**src/rtl/jt900h_memarb_if.sv**
```systemverilog
// Requester and external bus signals of the TLCS-900H memory arbiter.
// slave = arbiter side, master = requesters plus external memory.
interface jt900h_memarb_if;
  logic        fetch_req;
  logic [23:0] fetch_addr;
  logic        fetch_ack;
  logic [15:0] fetch_data;
  logic        data_req;
  logic        data_we;
  logic [1:0]  data_sz;
  logic [23:0] data_addr;
  logic [31:0] data_wdata;
  logic [31:0] data_rdata;
  logic        data_ack;
  logic        mem_busy;
  logic [23:0] bus_addr;
  logic [15:0] bus_dout;
  logic [15:0] bus_din;
  logic        bus_rd;
  logic        bus_wr;
  logic [1:0]  bus_be;
  logic        bus_rdy;
  logic [1:0]  wait_cfg;

  modport slave (
    input  fetch_req, fetch_addr, data_req, data_we, data_sz, data_addr, data_wdata,
           bus_din, bus_rdy, wait_cfg,
    output fetch_ack, fetch_data, data_rdata, data_ack, mem_busy,
           bus_addr, bus_dout, bus_rd, bus_wr, bus_be
  );

  modport master (
    output fetch_req, fetch_addr, data_req, data_we, data_sz, data_addr, data_wdata,
           bus_din, bus_rdy, wait_cfg,
    input  fetch_ack, fetch_data, data_rdata, data_ack, mem_busy,
           bus_addr, bus_dout, bus_rd, bus_wr, bus_be
  );
endinterface

```
**src/rtl/jt900h_memarb.sv**
```systemverilog
// Arbiter between instruction prefetch and microcode data accesses on a 16-bit bus.
// Define JT900H_MEMARB_WAITST_EN to add wait_cfg wait states per beat.
module jt900h_memarb (
  input  logic           rst,
  input  logic           clk,
  input  logic           cen,
  jt900h_memarb_if.slave m
);

  typedef enum logic [1:0] {
    IDLE,
    BEAT,
`ifdef JT900H_MEMARB_WAITST_EN
    WAIT,
`endif
    DONE
  } state_t;

  state_t      state, state_nx, beat_first;
  logic [2:0]  loss;
  logic        is_fetch, we_l;
  logic [23:0] cur_addr;
  logic [2:0]  rem, pos, sz_bytes;
  logic [31:0] wdata_l, acc, rdata_r, ins, rd_next;
  logic [15:0] fdata_r, wsh, dout;
  logic [7:0]  lo_byte;
  logic [1:0]  beat_len, be_calc;
  logic        grant_data, grant_fetch, beat_done, active;
  logic        beat_odd, beat_word, last_beat;
`ifdef JT900H_MEMARB_WAITST_EN
  logic [1:0]  wait_cnt;
`else
  logic        unused_wait;
  assign unused_wait = ^m.wait_cfg;
`endif

  // Beat shape derives from the remaining byte count and current alignment:
  // odd address -> upper byte, even with >=2 left -> word, else lower byte.
  always_comb begin
    beat_odd  = cur_addr[0];
    beat_word = !beat_odd && (rem >= 3'd2);
    beat_len  = beat_word ? 2'd2 : 2'd1;
    be_calc   = beat_odd ? 2'b10 : (beat_word ? 2'b11 : 2'b01);
    last_beat = (rem == {1'b0, beat_len});
    lo_byte   = beat_odd ? m.bus_din[15:8] : m.bus_din[7:0];
    ins       = beat_word ? {16'd0, m.bus_din} : {24'd0, lo_byte};
    rd_next   = acc | (ins << {pos, 3'b000});
    wsh       = 16'(wdata_l >> {pos, 3'b000});
    case (be_calc)
      2'b10:   dout = {wsh[7:0], 8'h00};
      2'b11:   dout = wsh;
      default: dout = {8'h00, wsh[7:0]};
    endcase
    case (m.data_sz)
      2'b10:   sz_bytes = 3'd2;
      2'b11:   sz_bytes = 3'd4;
      default: sz_bytes = 3'd1;
    endcase
  end

  always_ff @(posedge clk or posedge rst) begin
    if (rst) state <= IDLE;
    else     state <= state_nx;
  end

  always_comb begin
    state_nx    = state;
    grant_data  = 1'b0;
    grant_fetch = 1'b0;
    beat_done   = 1'b0;
`ifdef JT900H_MEMARB_WAITST_EN
    beat_first  = (m.wait_cfg != 2'd0) ? WAIT : BEAT;
`else
    beat_first  = BEAT;
`endif
    case (state)
      IDLE: if (cen) begin
        if (m.data_req && !(m.fetch_req && loss == 3'd4)) grant_data = 1'b1;
        else if (m.fetch_req)                             grant_fetch = 1'b1;
        if (grant_data || grant_fetch) state_nx = beat_first;
      end
`ifdef JT900H_MEMARB_WAITST_EN
      WAIT: if (cen && wait_cnt == 2'd1) state_nx = BEAT;
`endif
      BEAT: if (cen && m.bus_rdy) begin
        beat_done = 1'b1;
        state_nx  = last_beat ? DONE : beat_first;
      end
      DONE: if (cen) state_nx = IDLE;
      default: state_nx = IDLE;
    endcase
  end

  always_ff @(posedge clk or posedge rst) begin
    if (rst) begin
      loss     <= 3'd0;
      is_fetch <= 1'b0;
      we_l     <= 1'b0;
      cur_addr <= 24'd0;
      rem      <= 3'd0;
      pos      <= 3'd0;
      wdata_l  <= 32'd0;
      acc      <= 32'd0;
      rdata_r  <= 32'd0;
      fdata_r  <= 16'd0;
`ifdef JT900H_MEMARB_WAITST_EN
      wait_cnt <= 2'd0;
`endif
    end else if (cen) begin
      if (!m.fetch_req || grant_fetch)       loss <= 3'd0;
      else if (grant_data && loss != 3'd4)   loss <= loss + 3'd1;
      if (grant_data) begin
        cur_addr <= m.data_addr;
        rem      <= sz_bytes;
        we_l     <= m.data_we;
        wdata_l  <= m.data_wdata;
        is_fetch <= 1'b0;
        pos      <= 3'd0;
        acc      <= 32'd0;
      end
      if (grant_fetch) begin
        cur_addr <= m.fetch_addr;
        rem      <= 3'd2;
        we_l     <= 1'b0;
        is_fetch <= 1'b1;
        pos      <= 3'd0;
        acc      <= 32'd0;
      end
`ifdef JT900H_MEMARB_WAITST_EN
      if (state_nx == WAIT && state != WAIT) wait_cnt <= m.wait_cfg;
      else if (state == WAIT)                wait_cnt <= wait_cnt - 2'd1;
`endif
      if (beat_done) begin
        cur_addr <= cur_addr + {22'd0, beat_len};
        rem      <= rem - {1'b0, beat_len};
        pos      <= pos + {1'b0, beat_len};
        acc      <= rd_next;
        if (last_beat && !we_l) begin
          if (is_fetch) fdata_r <= rd_next[15:0];
          else          rdata_r <= rd_next;
        end
      end
    end
  end

  always_comb begin
    active = (state == BEAT);
`ifdef JT900H_MEMARB_WAITST_EN
    if (state == WAIT) active = 1'b1;
`endif
  end

  // Strobes are decoded from the state register so reset drops them at once.
  assign m.bus_rd     = active & ~we_l;
  assign m.bus_wr     = active & we_l;
  assign m.bus_be     = active ? be_calc : 2'b00;
  assign m.bus_addr   = {cur_addr[23:1], 1'b0};
  assign m.bus_dout   = dout;
  assign m.data_ack   = (state == DONE) & ~is_fetch;
  assign m.fetch_ack  = (state == DONE) & is_fetch;
  assign m.data_rdata = rdata_r;
  assign m.fetch_data = fdata_r;
  assign m.mem_busy   = m.data_req | (active & ~is_fetch);

endmodule

```
**src/flat_wrapper.sv**
```systemverilog
// flat-port wrapper written by rule: the top's interface ports become plain ports
module jt900h_memarb_flat 
  (rst, clk, cen, m_fetch_req, m_fetch_addr, m_data_req, m_data_we, m_data_sz, m_data_addr, m_data_wdata, m_bus_din, m_bus_rdy, m_wait_cfg, m_fetch_ack, m_fetch_data, m_data_rdata, m_data_ack, m_mem_busy, m_bus_addr, m_bus_dout, m_bus_rd, m_bus_wr, m_bus_be);
  jt900h_memarb_if m_i ();
  input  logic rst;
  input  logic clk;
  input  logic cen;
  input wire logic [$bits(m_i.fetch_req)-1:0] m_fetch_req;
  input wire logic [$bits(m_i.fetch_addr)-1:0] m_fetch_addr;
  input wire logic [$bits(m_i.data_req)-1:0] m_data_req;
  input wire logic [$bits(m_i.data_we)-1:0] m_data_we;
  input wire logic [$bits(m_i.data_sz)-1:0] m_data_sz;
  input wire logic [$bits(m_i.data_addr)-1:0] m_data_addr;
  input wire logic [$bits(m_i.data_wdata)-1:0] m_data_wdata;
  input wire logic [$bits(m_i.bus_din)-1:0] m_bus_din;
  input wire logic [$bits(m_i.bus_rdy)-1:0] m_bus_rdy;
  input wire logic [$bits(m_i.wait_cfg)-1:0] m_wait_cfg;
  output wire logic [$bits(m_i.fetch_ack)-1:0] m_fetch_ack;
  output wire logic [$bits(m_i.fetch_data)-1:0] m_fetch_data;
  output wire logic [$bits(m_i.data_rdata)-1:0] m_data_rdata;
  output wire logic [$bits(m_i.data_ack)-1:0] m_data_ack;
  output wire logic [$bits(m_i.mem_busy)-1:0] m_mem_busy;
  output wire logic [$bits(m_i.bus_addr)-1:0] m_bus_addr;
  output wire logic [$bits(m_i.bus_dout)-1:0] m_bus_dout;
  output wire logic [$bits(m_i.bus_rd)-1:0] m_bus_rd;
  output wire logic [$bits(m_i.bus_wr)-1:0] m_bus_wr;
  output wire logic [$bits(m_i.bus_be)-1:0] m_bus_be;
  assign m_i.fetch_req = m_fetch_req;
  assign m_i.fetch_addr = m_fetch_addr;
  assign m_i.data_req = m_data_req;
  assign m_i.data_we = m_data_we;
  assign m_i.data_sz = m_data_sz;
  assign m_i.data_addr = m_data_addr;
  assign m_i.data_wdata = m_data_wdata;
  assign m_i.bus_din = m_bus_din;
  assign m_i.bus_rdy = m_bus_rdy;
  assign m_i.wait_cfg = m_wait_cfg;
  assign m_fetch_ack = m_i.fetch_ack;
  assign m_fetch_data = m_i.fetch_data;
  assign m_data_rdata = m_i.data_rdata;
  assign m_data_ack = m_i.data_ack;
  assign m_mem_busy = m_i.mem_busy;
  assign m_bus_addr = m_i.bus_addr;
  assign m_bus_dout = m_i.bus_dout;
  assign m_bus_rd = m_i.bus_rd;
  assign m_bus_wr = m_i.bus_wr;
  assign m_bus_be = m_i.bus_be;
  jt900h_memarb u_core (.rst(rst), .clk(clk), .cen(cen), .m(m_i));
endmodule
```
**config.mk**
```make
export PLATFORM = sky130hd
export DESIGN_NAME = jt900h_memarb_flat
export DESIGN_NICKNAME = d
export VERILOG_FILES = /design/src/rtl/jt900h_memarb_if.sv /design/src/rtl/jt900h_memarb.sv /design/src/flat_wrapper.sv
export SDC_FILE = /design/constraint.sdc
export NUM_CORES = 1
export LEC_CHECK = 0
export ABC_AREA = 1
export BUFFER_PORTS_ARGS = -buffer_cell sky130_fd_sc_hd__buf_2
export CAP_MARGIN = 10
export CORE_ASPECT_RATIO = 0.9
export CORE_MARGIN = 10
export CORE_UTILIZATION = 35
export DETAILED_ROUTE_END_ITERATION = 8
export MAX_ROUTING_LAYER = met4
export PLACE_DENSITY = 0.57
export SKIP_LAST_GASP = 1
export SLEW_MARGIN = 20
export SYNTH_ARGS = -nofsm -noshare
export SYNTH_HDL_FRONTEND = slang
export SYNTH_SLANG_ARGS = --single-unit
```
**constraint.sdc**
```tcl
create_clock -name clk -period 12.9 [get_ports clk]
set_clock_uncertainty 0.15 [all_clocks]
set_input_delay 3.225 -clock clk [delete_from_list [all_inputs] [get_ports clk]]
set_output_delay 3.225 -clock clk [all_outputs]
set_load 0.01 [all_outputs]
```
==> flow_summary_export.csv <==
group,metric,value,unit
synthesis,synth-seq-area-share,0.442,
routing,routed_via_density,4.84,
setup_path,critPathMaxStageDelay,150,ps
sta,fmax,143,MHz
floorplanning,dieArea,30700,µm²
setup_path,reg2reg_from,"u_core.cur_addr[0]",
routing,wl_per_cell,16.1,µm
clocking,clk_latency,430,ps
synthesis,synth_xor_xnor_area_share,0.00312,
synthesis,synth-simple-area-share,0.275,
setup_path,endpoint_kind,"output pin",
clocking,cts-resized-gates,0,
sta,hold_viol,0,
placement,dpl.cell_count,1622,
status,status,"complete, no violations",
pwr,power.density,231,nW/µm²
clocking,holdBufCountCts,0,
setup_path,startpoint,"m_data_req",
sta,timing.final.crit_period,7010,ps
synthesis,syn-num-nets,1306,
pwr,ir_drop,0.102,mV
placement,io_buffers,198,
global_route,grtUsageTotal,0.179,
sta,finalSetupViolCount,0,
clocking,htreeDepth,4,
sta,worstMarginPinSlew,977,ps
setup_path,crit_slowest_cell,"buf_2",
synthesis,ys.warnings.count,0,
sta,maxSlewHeadroom,0.347,
setup_path,arrival,3630,ps
layout,nets,1453,
global_route,grt_first_pass_wirelength,43100,µm
floorplanning,row_count,53,
global_route,grt_pass1_vias,7942,
setup_path,cp_max_fo,2,
floorplanning,start_util,0.358,
clocking,post-cts-setup-buffers,0,
layout,finalNonFillerCells,1656,
global_route,grt_antenna_before_repair,2,
layout,design_area,9990,µm²
layout,drive_gt1_frac,0.194,
routing,first_iter_violations,637,
setup_path,worst-setup-path-type,"primary input to output pin",
floorplanning,core_area,23500,µm²
sta,maxSlewViolCount,0,
setup_path,critical_path.top_delay_family,"buffers and inverters",
clocking,cts_buffers,17,
floorplanning,die_x,184,µm
placement,finalWeightedCongestion,0.890,
clocking,clock_sinks,149,
worst_hold_path,worst_hold_startpoint,"u_core.m.data_rdata[8]",
synthesis,synth.cell_area,8430,µm²
floorplanning,ios,202,
synthesis,syn-instance-count,1192,
global_route,overflow,0,
clocking,cts_root_buf,"clkbuf_16",
global_route,grt_max_degree,80,
synthesis,syn_area_per_cell,7.07,µm²
worst_hold_path,hp-class,"flop to flop",
routing,drt-total-wl,26700,µm
floorplanning,die_h,167,µm
pwr,p_leak,5.52,nW
synthesis,yosysUniqueCellTypes,39,
synthesis,synthAdderAreaFrac,0.0113,
clocking,clockBufferDepth,2,
synthesis,muxShareOfSynthArea,0,
sta,rsz0062_at_grt,"false",
clocking,cts_tree,"done",
placement,hpwl,19100,µm
routing,drtPass1Iterations,5,
setup_path,start_kind,"primary input",
routing,num_vias,8015,
routing,ant_nets,0,
sta,setup_tns,0,ps
synthesis,synth_compound_area_frac,0.140,
sta,period_share,0.543,
setup_path,crit_required,9520,ps
layout,syn_to_final_growth,18.4,%
layout,fill_cells,2475,
synthesis,synth_top_family_by_area,"simple AND/OR/NAND/NOR gates",
routing,drc,0,
setup_path,cp_common_cell,"buf_2",
placement,placement.cell_area,9410,µm²
clocking,clkTransAtPathRegs,60,ps
setup_path,critical_path_buf_inv_count,2,
setup_path,worstPathCellList,"buf_2 > o21bai_1 > buf_2",
flow_run,drv_cap,0,
synthesis,ys_ff_latch,149,
cells in the mapped netlist, drive strengths merged:
library cell  number  share of area
xor2               2         0.0021
dfrtp            149           0.44
a211oi             1        0.00089
o21ai            149          0.089
or2                1        0.00074
fa                 1         0.0024
nor3               3         0.0018
inv              166          0.074
clkbuf            13         0.0059
o21bai             1        0.00089
and2               1        0.00074
nand3             52          0.031
a21boi             2         0.0018
buf               64          0.047
o22ai             21          0.016
a21oi             36          0.021
a22oi              8         0.0071
nand2            415           0.19
nor2              84          0.046
nand4              5         0.0037
o211ai             2         0.0018
nand3b             3         0.0027
o221ai             1         0.0010
o21a               1        0.00089
ha                 6         0.0089
conb               1        0.00044
xnor2              1         0.0010
and3               3         0.0022
sequential cells by signal, indices dropped and copies added, names as in the netlist:
signal,cells
u_core.we_l,1
u_core.is_fetch,1
u_core.rem,3
u_core.m.fetch_data,16
u_core.pos,3
u_core.loss,3
u_core.m.data_rdata,32
u_core.wdata_l,32
u_core.state,2
u_core.cur_addr,24
u_core.acc,32
report_power, final:
part | internal [mW] | total, mW | switching [mW]
clock network | 0.255 | 0.480 | 0.226
logic | 0.351 | 1.06 | 0.708
registers | 0.642 | 0.771 | 0.130
total | 1.25 | 2.31 | 1.06
cell usage in the layout, fill, tap and decap left out, types with 2 or more instances in the layout:
| master | n |
|---|---|
| inv_1 | 159 |
| nand2_1 | 408 |
| nand2_2 | 7 |
| o21ai_1 | 31 |
| buf_4 | 6 |
| dfrtp_1 | 149 |
| nor2_4 | 7 |
| nand3_1 | 52 |
| nor2_1 | 75 |
| buf_2 | 198 |
| diode_2 | 2 |
| nand3b_1 | 3 |
| ha_1 | 6 |
| clkinv_8 | 2 |
| nand4_1 | 5 |
| inv_6 | 6 |
| and3_1 | 3 |
| xor2_1 | 2 |
| nor3_1 | 3 |
| o21ai_0 | 117 |
| o22ai_1 | 21 |
| a21oi_1 | 36 |
| inv_2 | 6 |
| clkbuf_16 | 17 |
| clkinv_4 | 5 |
| a21boi_1 | 2 |
| a22oi_1 | 8 |
| o211ai_1 | 2 |
cell families (layout without fill, tap and decap cells):
group           Yosys count  in the layout
compound gates          222            222
xor+xnor                  3              3
fa+ha+maj                 7              7
buf+inv                 243            403
flops                   149            149
other cells               1              3
simple gates            567            567
final timing paths:
check / endpoint / slack [ps] / cells past startpoint
setup / recovery: m_mem_busy / 5890 / 3
hold / removal: u_core.m.data_rdata[8] / 320 / 2
setup reg to reg: u_core.m.data_rdata[4] / 9250 / 11
hold reg to reg: u_core.m.data_rdata[8] / 320 / 2
max in group asynchronous: u_core.m.data_rdata[2] / 8650 / 3
min in group asynchronous: u_core.wdata_l[8] / 2760 / 2
final cells by class:
class / count / area [µm²] / share of cell area
antenna: 2 / 5.00 / 0.000501
clock buffer: 17 / 425 / 0.0426
clock inverter: 15 / 144 / 0.0144
inverter: 166 / 628 / 0.0629
multi-input combinational: 800 / 3630 / 0.363
sequential: 149 / 3730 / 0.373
tap: 302 / 378 / 0.0378
timing repair buffer: 205 / 1050 / 0.105
per-layer routing:
| layer | track usage | up-vias | part of all wire |
|---|---|---|---|
| li1 | - | 4016 | - |
| met1 | 0.236 | 3743 | 0.47 |
| met2 | 0.278 | 230 | 0.46 |
| met3 | 0.0335 | 26 | 0.057 |
| met4 | 0.0449 | 0 | 0.012 |
| met5 | - | - | 0 |
worst min-delay path: cells and delay by family (launching register included):
kind             cells  cell delay (ps)
AND/OR/NAND/NOR      2              100
flip-flops           1              340
metrics by stage:
step                       util  hold slack (ps)  setup slack [ps]  power (mW)
final                     0.424              324              5890        2.31
after global routing      0.424              348              5890        2.52
after CTS                 0.424              329              5900        2.34
after detailed placement  0.400              310              5900        1.85
after global placement    0.400              307              5910        1.83
after floorplan               -              300              5520        1.50
Note: power is estimated with default switching activity, not from simulation.
